File: src/rtl/autocat_partition_ctrl_if.sv
// Waymask offer channel between the autocat epoch sequencer and the cache
// way-partition register. The sequencer drives mask/valid, the cache drives ready.
interface autocat_partition_ctrl_if;
  logic [15:0] waymask_out;
  logic        waymask_valid_out;
  logic        waymask_ready_in;

  modport master (
    output waymask_out,
    output waymask_valid_out,
    input  waymask_ready_in
  );

  modport slave (
    input  waymask_out,
    input  waymask_valid_out,
    output waymask_ready_in
  );
endinterface

File: src/rtl/autocat_partition_ctrl.sv
// autocat epoch sequencer: counts accesses per epoch, waits out the sorter pipeline,
// snapshots and clears the hit counters, sums the snapshot, then walks it serially to
// find the fewest leading (largest) ways covering the hit target, and offers the
// resulting contiguous waymask through a valid/ready handshake.
module autocat_partition_ctrl #(
  parameter int CACHE_ASSOCIATIVITY = 16,
  parameter int COUNTER_WIDTH       = 32,
  parameter int EPOCH_POWER         = 20,
  parameter int SORTER_LATENCY      = 10,
  parameter int THRESHOLD_SHIFT     = 3,
  parameter int MIN_WAYS            = 1
) (
  input  logic                                         clk_in,
  input  logic                                         reset_in,
  input  logic                                         access_valid_in,
  input  logic [CACHE_ASSOCIATIVITY*COUNTER_WIDTH-1:0] sorted_counter_flatted_in,
  output logic                                         counter_clear_out,
  autocat_partition_ctrl_if.master                     wm_if,
  output logic                                         busy_out,
  output logic [15:0]                                  epoch_count_out
);

  localparam int WAYS   = CACHE_ASSOCIATIVITY;
  localparam int CW     = COUNTER_WIDTH;
  localparam int TW     = COUNTER_WIDTH + 4;   // 16 slices summed cannot overflow
  localparam int ACC_W  = EPOCH_POWER + 1;
  localparam int WAIT_W = $clog2(SORTER_LATENCY + 2);

  localparam logic [ACC_W-1:0]  ACC_LAST  = ACC_W'((64'd1 << EPOCH_POWER) - 64'd1);
  localparam logic [WAIT_W-1:0] WAIT_LAST = WAIT_W'(SORTER_LATENCY);
  localparam logic [3:0]        IDX_LAST  = 4'(WAYS - 1);
  localparam logic [4:0]        MIN_W     = 5'(MIN_WAYS);

  typedef enum logic [2:0] {
    ST_COUNT  = 3'd0,
    ST_WAIT   = 3'd1,
    ST_SUM    = 3'd2,
    ST_SELECT = 3'd3,
    ST_ISSUE  = 3'd4
  } state_t;

  // Contiguous mask with the low 'ways' bits set; ways = 16 yields all ones.
  function automatic logic [15:0] mask_of(input logic [4:0] ways);
    logic [16:0] m;
    m = (17'd1 << ways) - 17'd1;
    return m[15:0];
  endfunction

  state_t            state_q, state_d;
  logic [ACC_W-1:0]  acc_q, acc_d;
  logic [WAIT_W-1:0] wait_q, wait_d;
  logic [3:0]        idx_q, idx_d;
  logic [TW-1:0]     total_q, total_d;
  logic [TW-1:0]     target_q, target_d;
  logic [TW-1:0]     cum_q, cum_d;
  logic              clear_q, clear_d;
  logic [15:0]       mask_q, mask_d;
  logic              valid_q, valid_d;
  logic              busy_q, busy_d;
  logic [15:0]       epoch_q, epoch_d;
  logic              snap_load_s;
  logic [CW-1:0]     snap_q [WAYS];

  logic [CW-1:0]     cur_slice_s;
  logic [TW-1:0]     sum_next_s;
  logic [TW-1:0]     cum_next_s;
  logic [4:0]        ways_idx_s;
  logic [4:0]        ways_sel_s;

  // The serial walk (both summing and selecting) reads one snapshot slice per cycle.
  assign cur_slice_s = snap_q[idx_q];
  assign sum_next_s  = total_q + TW'(cur_slice_s);
  assign cum_next_s  = cum_q + TW'(cur_slice_s);
  assign ways_idx_s  = {1'b0, idx_q} + 5'd1;
  assign ways_sel_s  = (ways_idx_s < MIN_W) ? MIN_W : ways_idx_s;

  // Next-state and datapath control for the epoch sequencer.
  always_comb begin
    state_d     = state_q;
    acc_d       = acc_q;
    wait_d      = wait_q;
    idx_d       = idx_q;
    total_d     = total_q;
    target_d    = target_q;
    cum_d       = cum_q;
    clear_d     = 1'b0;
    mask_d      = mask_q;
    valid_d     = valid_q;
    epoch_d     = epoch_q;
    snap_load_s = 1'b0;

    case (state_q)
      ST_COUNT: begin
        if (access_valid_in) begin
          if (acc_q == ACC_LAST) begin
            acc_d   = {ACC_W{1'b0}};
            wait_d  = {WAIT_W{1'b0}};
            state_d = ST_WAIT;
          end else begin
            acc_d = acc_q + ACC_W'(1);
          end
        end else begin
          acc_d = acc_q;
        end
      end

      ST_WAIT: begin
        // Last waiting cycle: the sorter output now reflects every counted access.
        if (wait_q == WAIT_LAST) begin
          snap_load_s = 1'b1;
          clear_d     = 1'b1;
          total_d     = {TW{1'b0}};
          idx_d       = 4'd0;
          state_d     = ST_SUM;
        end else begin
          wait_d = wait_q + WAIT_W'(1);
        end
      end

      ST_SUM: begin
        total_d = sum_next_s;
        if (idx_q == IDX_LAST) begin
          target_d = sum_next_s - (sum_next_s >> THRESHOLD_SHIFT);
          idx_d    = 4'd0;
          cum_d    = {TW{1'b0}};
          state_d  = ST_SELECT;
        end else begin
          idx_d = idx_q + 4'd1;
        end
      end

      ST_SELECT: begin
        // With no hits at all there is nothing to cover; grant the minimum at once.
        if (total_q == {TW{1'b0}}) begin
          mask_d  = mask_of(MIN_W);
          valid_d = 1'b1;
          state_d = ST_ISSUE;
        end else begin
          cum_d = cum_next_s;
          if ((cum_next_s >= target_q) || (idx_q == IDX_LAST)) begin
            mask_d  = mask_of(ways_sel_s);
            valid_d = 1'b1;
            state_d = ST_ISSUE;
          end else begin
            idx_d = idx_q + 4'd1;
          end
        end
      end

      ST_ISSUE: begin
        if (wm_if.waymask_ready_in) begin
          valid_d = 1'b0;
          epoch_d = epoch_q + 16'd1;
          acc_d   = {ACC_W{1'b0}};
          state_d = ST_COUNT;
        end else begin
          valid_d = 1'b1;
        end
      end

      default: begin
        state_d = ST_COUNT;
        acc_d   = {ACC_W{1'b0}};
        valid_d = 1'b0;
      end
    endcase

    busy_d = (state_d != ST_COUNT);
  end

  // Sequencer state and registered outputs.
  always_ff @(posedge clk_in or posedge reset_in) begin
    if (reset_in) begin
      state_q  <= ST_COUNT;
      acc_q    <= {ACC_W{1'b0}};
      wait_q   <= {WAIT_W{1'b0}};
      idx_q    <= 4'd0;
      total_q  <= {TW{1'b0}};
      target_q <= {TW{1'b0}};
      cum_q    <= {TW{1'b0}};
      clear_q  <= 1'b0;
      mask_q   <= 16'hFFFF;
      valid_q  <= 1'b0;
      busy_q   <= 1'b0;
      epoch_q  <= 16'd0;
    end else begin
      state_q  <= state_d;
      acc_q    <= acc_d;
      wait_q   <= wait_d;
      idx_q    <= idx_d;
      total_q  <= total_d;
      target_q <= target_d;
      cum_q    <= cum_d;
      clear_q  <= clear_d;
      mask_q   <= mask_d;
      valid_q  <= valid_d;
      busy_q   <= busy_d;
      epoch_q  <= epoch_d;
    end
  end

  // Snapshot of the sorted counters, captured just before they are cleared.
  always_ff @(posedge clk_in or posedge reset_in) begin
    if (reset_in) begin
      for (int i = 0; i < WAYS; i++) begin
        snap_q[i] <= {CW{1'b0}};
      end
    end else if (snap_load_s) begin
      for (int i = 0; i < WAYS; i++) begin
        snap_q[i] <= sorted_counter_flatted_in[i*CW +: CW];
      end
    end
  end

  assign counter_clear_out       = clear_q;
  assign wm_if.waymask_out       = mask_q;
  assign wm_if.waymask_valid_out = valid_q;
  assign busy_out                = busy_q;
  assign epoch_count_out         = epoch_q;

endmodule

File: src/flat_wrapper.sv
// flat-port wrapper written by rule: the top's interface ports become plain ports
module autocat_partition_ctrl_flat 
#(
  parameter int CACHE_ASSOCIATIVITY = 16,
  parameter int COUNTER_WIDTH       = 32,
  parameter int EPOCH_POWER         = 20,
  parameter int SORTER_LATENCY      = 10,
  parameter int THRESHOLD_SHIFT     = 3,
  parameter int MIN_WAYS            = 1
)
  (clk_in, reset_in, access_valid_in, sorted_counter_flatted_in, counter_clear_out, busy_out, epoch_count_out, wm_if_waymask_out, wm_if_waymask_valid_out, wm_if_waymask_ready_in);
  autocat_partition_ctrl_if wm_if_i ();
  input  logic clk_in;
  input  logic reset_in;
  input  logic access_valid_in;
  input  logic [CACHE_ASSOCIATIVITY*COUNTER_WIDTH-1:0] sorted_counter_flatted_in;
  output logic counter_clear_out;
  output logic busy_out;
  output logic [15:0] epoch_count_out;
  output wire logic [$bits(wm_if_i.waymask_out)-1:0] wm_if_waymask_out;
  output wire logic [$bits(wm_if_i.waymask_valid_out)-1:0] wm_if_waymask_valid_out;
  input wire logic [$bits(wm_if_i.waymask_ready_in)-1:0] wm_if_waymask_ready_in;
  assign wm_if_waymask_out = wm_if_i.waymask_out;
  assign wm_if_waymask_valid_out = wm_if_i.waymask_valid_out;
  assign wm_if_i.waymask_ready_in = wm_if_waymask_ready_in;
  autocat_partition_ctrl #(.CACHE_ASSOCIATIVITY(CACHE_ASSOCIATIVITY), .COUNTER_WIDTH(COUNTER_WIDTH), .EPOCH_POWER(EPOCH_POWER), .SORTER_LATENCY(SORTER_LATENCY), .THRESHOLD_SHIFT(THRESHOLD_SHIFT), .MIN_WAYS(MIN_WAYS)) u_core (.clk_in(clk_in), .reset_in(reset_in), .access_valid_in(access_valid_in), .sorted_counter_flatted_in(sorted_counter_flatted_in), .counter_clear_out(counter_clear_out), .wm_if(wm_if_i), .busy_out(busy_out), .epoch_count_out(epoch_count_out));
endmodule
File: config.mk
export PLATFORM = sky130hd
export DESIGN_NAME = autocat_partition_ctrl_flat
export DESIGN_NICKNAME = d
export VERILOG_FILES = /design/src/rtl/autocat_partition_ctrl_if.sv /design/src/rtl/autocat_partition_ctrl.sv /design/src/flat_wrapper.sv
export SDC_FILE = /design/constraint.sdc
export NUM_CORES = 2
export LEC_CHECK = 0
export CELL_PAD_IN_SITES_DETAIL_PLACEMENT = 0
export CELL_PAD_IN_SITES_GLOBAL_PLACEMENT = 1
export CORE_ASPECT_RATIO = 1.25
export CORE_MARGIN = 2
export CORE_UTILIZATION = 44
export DETAILED_ROUTE_END_ITERATION = 10
export PLACE_DENSITY_LB_ADDON = 0.1
export SKIP_CTS_REPAIR_TIMING = 1
export SLEW_MARGIN = 20
export SYNTH_ARGS = -nofsm -noshare
export SYNTH_HDL_FRONTEND = slang
export SYNTH_SLANG_ARGS = --single-unit
File: constraint.sdc
create_clock -name clk_in -period 29.3 [get_ports clk_in]
set_clock_uncertainty 0.15 [all_clocks]
set_input_delay 4.395 -clock clk_in [delete_from_list [all_inputs] [get_ports clk_in]]
set_output_delay 4.395 -clock clk_in [all_outputs]
set_load 0.03 [all_outputs]
# ---- Word level (Yosys, flattened, before mapping)
# Index checks and enable logic that the tools add are counted.
dict set report word_totals {
  register_bits 687
  in_bits 516
  elab_cells 118
}
dict set report classes {
  n_addsub 9
  magnitude_cmp 3
  n_eq_ne 16
  n_shift 1
  n_mux 38
  bitwise_logic 3
  n_reduce_logical 20
}
# operator count
set op_table {}
lappend op_table {{36-bit case mux with 2 select lines} 2}
lappend op_table {{32-bit binary-select mux with 4-bit select} 1}
lappend op_table {{36-bit 2-to-1 mux} 3}
lappend op_table {{36-bit by 32-bit adder with 36-bit output} 2}
lappend op_table {{32-bit 2-to-1 mux} 2}
lappend op_table {{21-bit 2-to-1 mux} 3}
lappend op_table {{21-bit case mux with 3 select lines} 1}
lappend op_table {{36-bit greater-or-equal comparator} 1}
lappend op_table {{36-bit logical NOT} 1}
lappend op_table {{36-bit by 33-bit subtractor with 36-bit output} 1}
lappend op_table {{16-bit 2-to-1 mux} 2}
lappend op_table {{4-bit 2-to-1 mux} 7}
lappend op_table {{21-bit by 1-bit adder with 21-bit output, second input constant} 1}
lappend op_table {{21-bit by 20-bit == test with 1-bit output, second input constant} 1}
lappend op_table {{3-bit 2-to-1 mux} 7}
lappend op_table {{16-bit by 1-bit adder with 16-bit output, second input constant} 1}
lappend op_table {{1-bit by 5-bit left shift with 16-bit output, first input constant} 1}
lappend op_table {{16-bit by 1-bit subtractor with 16-bit output, second input constant} 1}
lappend op_table {{3-bit case mux with 5 select lines} 1}
lappend op_table {{4-bit case mux with 3 select lines} 1}
lappend op_table {{2-bit inequality test, second input constant} 5}
lappend op_table {{2-bit AND reduction} 5}
lappend op_table {{4-bit by 1-bit adder with 4-bit output, second input constant} 2}
lappend op_table {{4-bit == test, second input constant} 2}
lappend op_table {{21 further kinds} 36}

# ---- Depth between registers and ports, before layout
dict set report depth {
  word_depth 11
  depth_mapped 28
}

# ---- Worst setup path before layout
# No wires, ideal clock.
dict set report synth_path {
  path_type {register to register}
  startpoint {register u_core.idx_q[0]}
  endpoint {register u_core.target_q[34]}
  setup_time_ns 0.130
  arrival_ns 6.763
  slack_ns 22.257
  path_stages_with_launch 29
  path_buffers 3
  period_less_slack_ns 7.043
  path_cell_list {dfrtp_1 clkbuf_1 buf_1 buf_1 mux4_2 mux4_2 ha_1 fa_1 a21o_1 a221oi_1 o21bai_1 a21oi_2 o2111ai_1 a21oi_1 o221ai_1 a21oi_1 xnor2_1 inv_1 ha_1 a21oi_1 o21a_1 nor2_1 nor3b_1 a211oi_2 o211ai_2 o31ai_1 a2111oi_2 xor2_1 o21ai_1}
}
dict set report synth_between {
  elab_chain_cells 6
}
# element line
set synth_lines {}
lappend synth_lines {{start: declaration} autocat_partition_ctrl.sv:52} ;# logic [3:0] idx_q, idx_d;
lappend synth_lines {{start signal: assignment} autocat_partition_ctrl.sv:190} ;# idx_q <= idx_d;
lappend synth_lines {{4-bit NOT with 5-bit output (not written as such)} autocat_partition_ctrl.sv:71} ;# assign cur_slice_s = snap_q[idx_q];
lappend synth_lines {{32-bit binary-select mux with 4-bit select} autocat_partition_ctrl.sv:71}
lappend synth_lines {{32-bit 2-to-1 mux (not written as such) (2 in series)} autocat_partition_ctrl.sv:71}
lappend synth_lines {{36-bit by 32-bit adder with 36-bit output} autocat_partition_ctrl.sv:72} ;# assign sum_next_s = total_q + TW'(cur_slice_s);
lappend synth_lines {{36-bit by 33-bit subtractor with 36-bit output} autocat_partition_ctrl.sv:123} ;# target_d = sum_next_s - (sum_next_s >> THRESHOLD_SHIFT);
lappend synth_lines {{end signal: assignment} autocat_partition_ctrl.sv:179} ;# target_q <= {TW{1'b0}};
lappend synth_lines {{end signal: assignment} autocat_partition_ctrl.sv:192} ;# target_q <= target_d;
lappend synth_lines {{end: declaration} autocat_partition_ctrl.sv:54} ;# logic [TW-1:0] target_q, target_d;
# Parallel ways exist; a longest one is shown, timed or not. The select of a mux whose other input is x is not followed.
# A chain may end at the register's enable or synchronous reset.

# ---- Final worst setup path
dict set report layout_path {
  startpoint {register u_core.idx_q[0]}
  endpoint {register u_core.idx_q[3]}
}
dict set report layout_between {
  elab_chain_cells 9
}
# element line
set layout_lines {}
lappend layout_lines {{4-bit NOT with 5-bit output (not written as such)} autocat_partition_ctrl.sv:71}
lappend layout_lines {{32-bit binary-select mux with 4-bit select} autocat_partition_ctrl.sv:71}
lappend layout_lines {{32-bit 2-to-1 mux (not written as such) (2 in series)} autocat_partition_ctrl.sv:71}
lappend layout_lines {{36-bit by 32-bit adder with 36-bit output} autocat_partition_ctrl.sv:73} ;# assign cum_next_s = cum_q + TW'(cur_slice_s);
lappend layout_lines {{36-bit greater-or-equal comparator} autocat_partition_ctrl.sv:140} ;# if ((cum_next_s >= target_q) || (idx_q == IDX_LAST)) begin
lappend layout_lines {{1-bit logical OR} autocat_partition_ctrl.sv:140}
lappend layout_lines {{2-bit inequality test (no line)} n/a}
lappend layout_lines {{4-bit AND reduction (no line)} n/a}
# Parallel ways exist; a longest one is shown, timed or not. The select of a mux whose other input is x is not followed.

==> impl_metrics.toml <==
[drt]
wl_um = 115000
vias = 25800
drt-initial-drc-count = 1731
wl_per_cell_um = 25.6
first_pass_iters = 7
ant_nets = 0
drc = 0
via_per_inst = 5.73

[floorplan]
start_util_pct = 44.3
std_cell_rows = 117
die_h_um = 323
die_x_um = 259
ios = 551
coreArea_mm2 = 0.0811
dieArea_mm2 = 0.0839

[min_path]
hp-class = "flop to flop"

[global_route]
busiest_layer = "met2"
grt_use_total_pct = 27.6
grt_pass1_vias = 27400
grt_first_pass_wirelength_um = 173000
grt_antenna_before_repair = 48
use_met1_pct = 34.8
use_met3_pct = 7.69
grt-ovfl-total = 0
use_met2_pct = 45.9
grt_max_degree = 202

[placement]
dp_slack_ps = 20430
port_buffers = 550
gp_congestion = 0.899
dp_hpwl_um = 88000

[timing]
grt_setup_unrepaired = "no"
setup_ws_ps = 20460
fmax_ghz = 0.113
fin_crit_sh_pct = 30.2
tightest_slew_ps = 1390
slew_violations = 0
setup_viol = 0
hold_violations = 0
maxSlewHeadroom_pct = 7.25
tns_ps = 0
fin_crit_ps = 8840

[cts]
cts-root-buf = "clkbuf_16"
cts_buffers = 77
clock_latency_ps = 650
cts_sinks = 687
path_clk_slew_ps = 60
tritoncts = "done"
cts_max_path_buffers = 3
cts-htree-levels = 3

[synth]
avgSynthCellArea_um2 = 12.7
synth_edf_count = 0
yosysSeqAreaShare_pct = 48.0
yosysWarnings = 0
synthesis.area_mm2 = 0.0359
synth_fp_nets = 3483
synth_top_flop_cell = "dfrtp_1"
ys_ff_latch = 687
ys_types = 84
async_flop_share_pct = 100
synth_cells = 2823

[critical_path]
critPathLaunchType = "flop"
critPathCaptureType = "flop"
crit_arrival_ps = 9250
crit_type = "flop to flop"
crit_required_ps = 29710
crit_path_max_fanout = 37

[cells_and_area]
drive_above_1_share_pct = 26.0
mostFrequentLayoutCells = "667 x dfrtp_1, 550 x clkdlybuf4s50_1, 514 x mux2_2"
syn2layout_area_growth_pct = 26.0
layout.nets = 4002
utilization_pct = 55.7
mostFrequentLayoutCell = "dfrtp_1"

[job]
max_cap_viol_count = 0

[power_and_ir_drop]
leakagePower_uw = 0.0211
max-vdd-ir-drop_mv = 0.0396
powerDensity_mw_per_mm2 = 45.7

[run_status]
status = "completed"
==> per-layer routing <==
metal	vias to the layer above	routed length [µm]	part of all wire, %
met5	-	411	0.36
met4	62	3240	2.8
met3	221	8290	7.2
met2	766	56200	49
met1	13200	46800	41
li1	11500	-	-
==> path summary, 6_finish.rpt <==
check,startpoint,end,slack (ps),cells past startpoint
max in group asynchronous,reset_in,u_core.snap_q[159],22040,5
min in group asynchronous,reset_in,u_core.snap_q[493],4130,2
hold / removal,u_core.target_q[5],u_core.target_q[5],330,1
setup reg to reg,u_core.idx_q[0],u_core.idx_q[3],20460,24
setup / recovery,u_core.idx_q[0],u_core.idx_q[3],20460,24
hold reg to reg,u_core.target_q[5],u_core.target_q[5],330,1
==> sequential cells by signal (all words and copies together), names as in the netlist, 3 cells and up <==
name / flops
u_core.epoch_count_out: 16
u_core.target_q: 36
u_core.snap_q: 512
u_core.acc_q: 21
u_core.total_q: 36
u_core.state_q: 3
u_core.wait_q: 4
u_core.cum_q: 36
u_core.idx_q: 4
u_core.wm_if.waymask_out: 16
==> metrics by stage <==
step / cells / hold slack, ps / total power [µW] / cell area, µm²
floorplan: 2823 / 299 / 991 / 35900
global placement: 4333 / 316 / 1070 / 42500
detailed placement: 4333 / 316 / 1070 / 42500
CTS: 4475 / 330 / 2100 / 45100
global route: 4487 / 346 / 2140 / 45200
finish: 4494 / 327 / 2070 / 45200
==> area by class of cell <==
type	count	area [µm²]
fillers	6716	35900
multi-input cells	1902	17800
flip-flops and latches	687	17200
repair buffers	577	5760
clock buffers	110	2310
well taps	1071	1340
inverters	97	372
clock inverters	32	353
diodes	18	45.0
==> critical path, cell delays in order (launching register included) <==
cell	delay (ps)
dfrtp_4	910
buf_4	680
buf_4	670
mux4_2	590
mux4_2	580
ha_1	400
o21ai_0	160
nor3_1	240
nand3b_1	180
a311oi_2	450
o2111ai_1	260
a21bo_2	290
a21oi_2	250
a41o_1	270
xor2_1	190
ha_1	280
a21o_1	190
a21o_1	180
a211oi_1	440
o2111a_1	260
a21oi_1	190
o21ai_1	190
buf_4	270
and2_1	230
a32o_1	190
==> power breakdown <==
group,total [µW],switching (µW),internal [µW],leakage (µW)
registers,955,2.72,952,0.00951
logic,101,37.5,63.5,0.0103
clock network,1010,408,603,0.00131
==> cells by family after synthesis <==
| kind of cell | count (synthesis) | share of synthesized area, % |
|---|---|---|
| AOI/OAI and AO/OA | 489 | 9.03 |
| xor gates and xnor gates | 125 | 3.07 |
| buffers and inverters | 234 | 2.49 |
| adders and majority gates | 144 | 5.08 |
| other | 1 | 0.0104 |
| muxes | 677 | 26.3 |
| DFF | 687 | 48.0 |
| and+or+nand+nor | 466 | 6.11 |
==> cell usage after synthesis (23+ instances only) <==
cell type | number | area share (%)
dfrtp_1 | 671 | 47
mux2_2 | 514 | 16
nand2_1 | 172 | 1.8
mux4_2 | 160 | 10
ha_1 | 141 | 4.9
o21ai_0 | 131 | 1.8
clkbuf_1 | 107 | 1.1
nor2_1 | 103 | 1.1
a21oi_1 | 102 | 1.4
inv_1 | 97 | 1.0
xnor2_1 | 71 | 1.7
a21o_1 | 55 | 1.2
xor2_1 | 53 | 1.3
nand3_1 | 37 | 0.52
a22o_1 | 35 | 0.85
o22ai_1 | 31 | 0.54
nand4_1 | 28 | 0.49
nand2b_1 | 23 | 0.40
No activity file was read; power rests on OpenSTA's default activity.
